`src/rtl/kamus_mem_lsu.sv`:
```
// MEM-stage load/store unit: drives the L1D req/gnt/rvalid handshake, builds lane masks and
// store data, extends load data, and registers the MEM-WB stage.
module kamus_mem_lsu #(
  parameter int unsigned TIMEOUT = 255
) (
  input  logic        clk_i,
  input  logic        rst_ni,
  input  logic        ex_valid_i,
  input  logic [5:0]  operation_i,
  input  logic [31:0] ex_i,
  input  logic [31:0] rs2_data_i,
  input  logic [4:0]  rd_addr_i,
  input  logic [31:0] next_pc_i,
  input  logic [1:0]  wb_mux_sel_i,
  input  logic        l1d_wr_en_i,
  input  logic        regfile_wr_en_i,
  output logic        stall_o,
  output logic        l1d_req_o,
  output logic        l1d_we_o,
  output logic [31:0] l1d_addr_o,
  output logic [3:0]  l1d_be_o,
  output logic [31:0] l1d_wdata_o,
  input  logic        l1d_gnt_i,
  input  logic        l1d_rvalid_i,
  input  logic [31:0] l1d_rdata_i,
  output logic        wb_valid_o,
  output logic [31:0] wb_ex_o,
  output logic [31:0] wb_load_data_o,
  output logic [4:0]  wb_rd_addr_o,
  output logic [31:0] wb_next_pc_o,
  output logic [1:0]  wb_mux_sel_o,
  output logic        wb_regfile_wr_en_o,
  output logic        misaligned_o,
  output logic        bus_err_o
);

  localparam logic [5:0] OP_LB  = 6'h10;
  localparam logic [5:0] OP_LH  = 6'h11;
  localparam logic [5:0] OP_LW  = 6'h12;
  localparam logic [5:0] OP_LBU = 6'h14;
  localparam logic [5:0] OP_LHU = 6'h15;
  localparam logic [5:0] OP_SB  = 6'h18;
  localparam logic [5:0] OP_SH  = 6'h19;
  localparam logic [5:0] OP_SW  = 6'h1A;

  localparam int CNT_W = $clog2(TIMEOUT + 1);

  typedef enum logic [1:0] {S_IDLE, S_REQ, S_WAIT, S_DONE} state_t;

  // 0 = byte, 1 = half, 2 = word
  function automatic logic [1:0] f_size(input logic [5:0] op);
    logic [1:0] sz;
    sz = 2'd0;
    if (op == OP_LH || op == OP_LHU || op == OP_SH) sz = 2'd1;
    else if (op == OP_LW || op == OP_SW)            sz = 2'd2;
    return sz;
  endfunction

  function automatic logic [3:0] f_be(input logic [1:0] sz, input logic [1:0] off);
    logic [3:0] be;
    case (sz)
      2'd0:    be = 4'b0001 << off;
      2'd1:    be = off[1] ? 4'b1100 : 4'b0011;
      default: be = 4'b1111;
    endcase
    return be;
  endfunction

  function automatic logic [31:0] f_wdata(input logic [1:0] sz, input logic [31:0] d);
    logic [31:0] w;
    case (sz)
      2'd0:    w = {4{d[7:0]}};
      2'd1:    w = {2{d[15:0]}};
      default: w = d;
    endcase
    return w;
  endfunction

  function automatic logic [31:0] f_extract(input logic [5:0] op, input logic [1:0] off,
                                            input logic [31:0] rd);
    logic [7:0]  b;
    logic [15:0] h;
    logic [31:0] r;
    b = rd[8*off +: 8];
    h = rd[16*off[1] +: 16];
    case (op)
      OP_LB:   r = {{24{b[7]}}, b};
      OP_LBU:  r = {24'd0, b};
      OP_LH:   r = {{16{h[15]}}, h};
      OP_LHU:  r = {16'd0, h};
      default: r = rd;
    endcase
    return r;
  endfunction

  state_t             r_state;
  logic [CNT_W-1:0]   r_cnt;
  logic [5:0]         r_op;
  logic [31:0]        r_addr;
  logic               r_we;
  logic [3:0]         r_be;
  logic [31:0]        r_wdata;
  logic [4:0]         r_rd;
  logic [31:0]        r_next_pc;
  logic [1:0]         r_mux_sel;
  logic               r_rf_we;

  logic               r_wb_valid;
  logic [31:0]        r_wb_ex;
  logic [31:0]        r_wb_load;
  logic [4:0]         r_wb_rd;
  logic [31:0]        r_wb_pc;
  logic [1:0]         r_wb_sel;
  logic               r_wb_rf_we;
  logic               r_misaligned;
  logic               r_bus_err;

  logic               w_is_load;
  logic               w_is_store;
  logic               w_is_mem;
  logic [1:0]         w_size;
  logic               w_misaligned;
  logic               w_accept;
  logic               w_mem_accept;
  logic               w_busy;
  logic               w_timeout;
  logic               w_complete;

  assign w_is_load  = (operation_i == OP_LB) || (operation_i == OP_LH) || (operation_i == OP_LW) ||
                      (operation_i == OP_LBU) || (operation_i == OP_LHU);
  assign w_is_store = (operation_i == OP_SB) || (operation_i == OP_SH) || (operation_i == OP_SW);
  assign w_is_mem   = w_is_load | w_is_store;
  assign w_size     = f_size(operation_i);
  assign w_misaligned = w_is_mem & (((w_size == 2'd2) & (ex_i[1:0] != 2'b00)) |
                                    ((w_size == 2'd1) & ex_i[0]));

  assign w_accept     = ex_valid_i & ((r_state == S_IDLE) | (r_state == S_DONE));
  assign w_mem_accept = w_accept & w_is_mem & ~w_misaligned;
  assign w_busy       = (r_state == S_REQ) | (r_state == S_WAIT);
  assign w_timeout    = w_busy & (r_cnt == CNT_W'(TIMEOUT));
  // A timed-out access never completes, even if the bus answers in the abort cycle
  assign w_complete   = ~w_timeout &
                        (((r_state == S_REQ) & l1d_gnt_i & (r_we | l1d_rvalid_i)) |
                         ((r_state == S_WAIT) & l1d_rvalid_i));

  assign stall_o     = w_mem_accept | (w_busy & ~w_complete & ~w_timeout);
  assign l1d_req_o   = (r_state == S_REQ) & ~w_timeout;
  assign l1d_we_o    = r_we;
  assign l1d_addr_o  = {r_addr[31:2], 2'b00};
  assign l1d_be_o    = r_be;
  assign l1d_wdata_o = r_wdata;

  assign wb_valid_o         = r_wb_valid;
  assign wb_ex_o            = r_wb_ex;
  assign wb_load_data_o     = r_wb_load;
  assign wb_rd_addr_o       = r_wb_rd;
  assign wb_next_pc_o       = r_wb_pc;
  assign wb_mux_sel_o       = r_wb_sel;
  assign wb_regfile_wr_en_o = r_wb_rf_we;
  assign misaligned_o       = r_misaligned;
  assign bus_err_o          = r_bus_err;

  always_ff @(posedge clk_i or negedge rst_ni) begin
    if (!rst_ni) begin
      r_state      <= S_IDLE;
      r_cnt        <= '0;
      r_op         <= '0;
      r_addr       <= '0;
      r_we         <= 1'b0;
      r_be         <= '0;
      r_wdata      <= '0;
      r_rd         <= '0;
      r_next_pc    <= '0;
      r_mux_sel    <= '0;
      r_rf_we      <= 1'b0;
      r_wb_valid   <= 1'b0;
      r_wb_ex      <= '0;
      r_wb_load    <= '0;
      r_wb_rd      <= '0;
      r_wb_pc      <= '0;
      r_wb_sel     <= '0;
      r_wb_rf_we   <= 1'b0;
      r_misaligned <= 1'b0;
      r_bus_err    <= 1'b0;
    end else begin
      r_wb_valid   <= 1'b0;
      r_misaligned <= 1'b0;
      r_bus_err    <= 1'b0;
      case (r_state)
        S_IDLE, S_DONE: begin
          r_state <= S_IDLE;
          if (w_mem_accept) begin
            r_state   <= S_REQ;
            r_op      <= operation_i;
            r_addr    <= ex_i;
            r_we      <= l1d_wr_en_i;
            r_be      <= f_be(w_size, ex_i[1:0]);
            r_wdata   <= f_wdata(w_size, rs2_data_i);
            r_rd      <= rd_addr_i;
            r_next_pc <= next_pc_i;
            r_mux_sel <= wb_mux_sel_i;
            r_rf_we   <= regfile_wr_en_i;
          end else if (w_accept) begin
            // Non-memory or misaligned: straight into MEM-WB, no bus traffic
            r_wb_valid   <= 1'b1;
            r_wb_ex      <= ex_i;
            r_wb_load    <= '0;
            r_wb_rd      <= rd_addr_i;
            r_wb_pc      <= next_pc_i;
            r_wb_sel     <= wb_mux_sel_i;
            r_wb_rf_we   <= regfile_wr_en_i & ~w_misaligned;
            r_misaligned <= w_misaligned;
          end
        end
        S_REQ, S_WAIT: begin
          if (w_complete || w_timeout) begin
            r_state    <= S_DONE;
            r_cnt      <= '0;
            r_wb_valid <= 1'b1;
            r_wb_ex    <= r_addr;
            r_wb_load  <= (w_complete && !r_we) ? f_extract(r_op, r_addr[1:0], l1d_rdata_i) : '0;
            r_wb_rd    <= r_rd;
            r_wb_pc    <= r_next_pc;
            r_wb_sel   <= r_mux_sel;
            r_wb_rf_we <= r_rf_we & ~w_timeout;
            r_bus_err  <= w_timeout;
          end else begin
            r_cnt <= r_cnt + 1'b1;
            if (r_state == S_REQ && l1d_gnt_i) r_state <= S_WAIT;
          end
        end
        default: r_state <= S_IDLE;
      endcase
    end
  end

endmodule
```
`config.mk`:
```
export PLATFORM = sky130hd
export DESIGN_NAME = kamus_mem_lsu
export DESIGN_NICKNAME = d
export VERILOG_FILES = /design/src/rtl/kamus_mem_lsu.sv
export SDC_FILE = /design/constraint.sdc
export NUM_CORES = 1
export LEC_CHECK = 0
export BUFFER_PORTS_ARGS = -buffer_cell sky130_fd_sc_hd__buf_2
export CAP_MARGIN = 20
export CORE_AREA = 2 2 147 149
export CTS_BUF_LIST = sky130_fd_sc_hd__clkbuf_4
export CTS_CLUSTER_SIZE = 20
export DETAILED_ROUTE_END_ITERATION = 10
export DIE_AREA = 0 0 149 151
export PLACE_DENSITY = 0.85
export SLEW_MARGIN = 15
export SYNTH_ARGS = -nofsm -noshare
export SYNTH_HDL_FRONTEND = slang
export SYNTH_SLANG_ARGS = --single-unit
```
`constraint.sdc`:
```
create_clock -name clk_i -period 3.1 [get_ports clk_i]
set_clock_uncertainty 0.2 [all_clocks]
set_input_delay 0.465 -clock clk_i [delete_from_list [all_inputs] [get_ports clk_i]]
set_output_delay 0.465 -clock clk_i [all_outputs]
set_load 0.02 [all_outputs]
```
==> impl_metrics.yaml <==
worst_setup_path:
  cp.arrival_ns: 2.35
  crit_path_start_kind: "input port"
  critPathSlowestCell: "dlygate4sd3_1"
  slowest_delay_ns: 0.53
  critical_path_class: "in2out"
  reg2reg_depth: 9
  r2r_setup_slack_ns: 0.53
  cp_max_fo: 24
  crit_required_ns: 2.43
  crit_top_cell: "buf_2"
  cp-end-kind: "primary output"
  cp_cell_sequence: "dlygate4sd3_1 > buf_2 > a21o_1 > a211o_1 > a21o_4 > nand2_1 > buf_2"
detailed_routing:
  vias: 10109
  post-route-drc-count: 0
  drt-total-wl_mm: 34.2
  viasPerCell: 5.59
  dr.first_iter.drc_count: 589
  post_drt_wl_per_cell_um: 18.9
  drt_pre_antenna_iters: 7
  drtAntennaViolNets: 0
clocking:
  htreeDepth: 2
  cts_buffers: 59
  clockBufferDepth: 3
  clock_sinks: 232
  cts_tree: "yes"
  root_buffer: "clkbuf_4"
  insertion_delay_ns: 0.67
  clk_transition_reported_paths_ns: 0.07
grt:
  grt_usage_pct: 29.9
  grt_start_max_net_pins: 97
  antenna_found_initial: 4
  grt_first_pass_wirelength_mm: 53.3
  grt_pass1_vias: 10736
  grt_overflow: 0
synth:
  netlist_top_cells_area: "dfrtp_1 52%, nand2_1 10%, mux2_4 9.4%, mux2_2 7.5%, buf_4 2.2%"
  yosys.area.top_type: "dfrtp_1"
  ys.flop_type: "dfrtp_1"
  synth-seq-area-share_pct: 52.5
  synth_top_area_share_pct: 52.5
  async_reset_ff_share_pct: 100
  netlist_instances: 1027
  syn_area_um2: 11100
  synth-edff-count: 0
  ys_types: 54
  ys_warn_count: 0
  synth_area_per_cell_um2: 10.8
  ys_ff_latch: 232
sta:
  slew_viol_final: 0
  fin_crit_sh_pct: 97.4
  hold_viol: 0
  slew-limit-headroom_pct: 58.2
  setup_slack_ns: 0.0808
  setup_viol: 0
  post-route-min-period_ns: 3.02
  clock.fmax_mhz: 331
  tightest_slew_ns: 0.625
die:
  die_y_um: 151
  rows: 53
  die-area_um2: 22500
  die_w_um: 149
  core_um2: 20800
  start_util_pct: 53.1
  pin_count: 326
min_path:
  min_path_cells: 4
  hold_class: "in2reg"
place:
  hpwl_mm: 19.4
  place_area_um2: 12700
  io_buffers: 323
  dp_slack_ns: 0.492
  place_congestion: 0.913
power_and_ir_drop:
  power_uw: 8830
  power_density_nw_per_um2: 592
  p_leak_uw: 0.00774
  peakVddDrop_mv: 0.453
finish:
  syn_to_final_growth_pct: 34.9
  postLayoutCellArea_um2: 14900
  drive_gt1_share_pct: 38.8
  fin_util_pct: 71.6
  fin_nets: 1645
  final_common_cell: "buf_2"
  most-common-layout-cells: "322 x buf_2, 305 x nand2_1, 232 x dfrtp_1"
flow_run:
  drv_cap: 0
status:
  outcome: "finished, final reports clean"
-- per-layer routing --
metal / track usage [%] / vias up / share of wire [%]
met1: 34.5 / 4876 / 37
met4: 19.0 / 0 / 5.9
li1: - / 4423 / -
met2: 50.5 / 616 / 49
met5: 0 / - / 0
met3: 6.84 / 194 / 7.9
-- flip-flops by register name, summed over array words and instances, names as in the netlist --
register / count
bus_err_o: 1
l1d_be_o: 4
l1d_wdata_o: 32
l1d_we_o: 1
misaligned_o: 1
r_addr: 32
r_cnt: 8
r_mux_sel: 2
r_next_pc: 32
r_op: 6
r_rd: 5
r_rf_we: 1
r_state: 2
wb_ex_o: 32
wb_load_data_o: 32
wb_mux_sel_o: 2
wb_next_pc_o: 32
wb_rd_addr_o: 5
wb_regfile_wr_en_o: 1
wb_valid_o: 1
-- final cells by class --
class / count / area (µm²)
antenna: 4 / 10.0
inverter: 6 / 30.0
sequential: 232 / 5810
timing repair buffer: 497 / 3380
clock buffer: 85 / 638
multi-input combinational: 698 / 4660
tap: 275 / 344
clock inverter: 12 / 48.8
fill: 1368 / 5910
-- path summary, 6_finish.rpt --
path / from / endpoint
worst max register to register: r_state[1] / wb_ex_o[8]
min in group asynchronous: rst_ni / r_state[1]
worst max-delay path: operation_i[1] / stall_o
worst min-delay path: l1d_rvalid_i / r_state[1]
max in group asynchronous: rst_ni / wb_load_data_o[26]
worst min register to register: l1d_wdata_o[0] / l1d_wdata_o[0]
-- critical path: cells and delay by family --
family          cells  cell delay [ns]
compound gates      3             0.92
buf+inv             3             0.86
simple gates        1             0.10
-- cell usage after synthesis (3+ instances only) --
cell and n:
mux2_2 74, o31ai_1 3, mux2_4 69, and3_1 8, ha_1 3, nand2_1 306
a21o_1 4, o2bb2ai_1 25, and2_1 3, nor2_1 55, inv_1 4, o22ai_1 8
buf_12 7, buf_2 17, buf_4 32, a221o_1 7, a21oi_1 9, a22oi_1 16
o21ai_0 23, dfrtp_1 232, nor2b_1 4, a31oi_1 27, nand2b_1 4, clkbuf_1 35
mux2i_1 8, nand3_1 12
-- through the flow --
stage	cells	hold WS (ns)	TNS, ns
global placement	1552	0.248	0
finish	1809	0.124	0
global route	1809	0.111	-0.00620
detailed placement	1552	0.258	0
CTS	1799	0.0535	0
floorplan	1028	-0.0306	0
-- logic make-up (layout without fill, tap and decap cells) --
logic type | Yosys count | count (layout) | synth area share, %
other cells | 1 | 6 | 0.0339
xor+xnor | 2 | 2 | 0.158
fa+ha+maj | 3 | 3 | 0.339
mux | 151 | 151 | 17.6
buf+inv | 99 | 600 | 5.87
compound gates | 130 | 131 | 8.17
flops | 232 | 232 | 52.5
simple gates | 409 | 409 | 15.3
-- report_power, final --
| part | internal (µW) | switching, µW | total [µW] |
|---|---|---|---|
| registers | 3550 | 385 | 3930 |
| logic | 1010 | 1400 | 2410 |
| clock network | 1240 | 1240 | 2480 |
-- repair_timing --
action | CTS | global route
setup buffers | 1 | 6
hold buffers | 148 | 0
setup endpoints to repair | 1 | 1
endpoints found under the hold margin | 294 | 0
resized for setup | 1 | 1
pin swaps | 1 | 3
cloned | 1 | 0
Power figures use the tool's default switching activity.
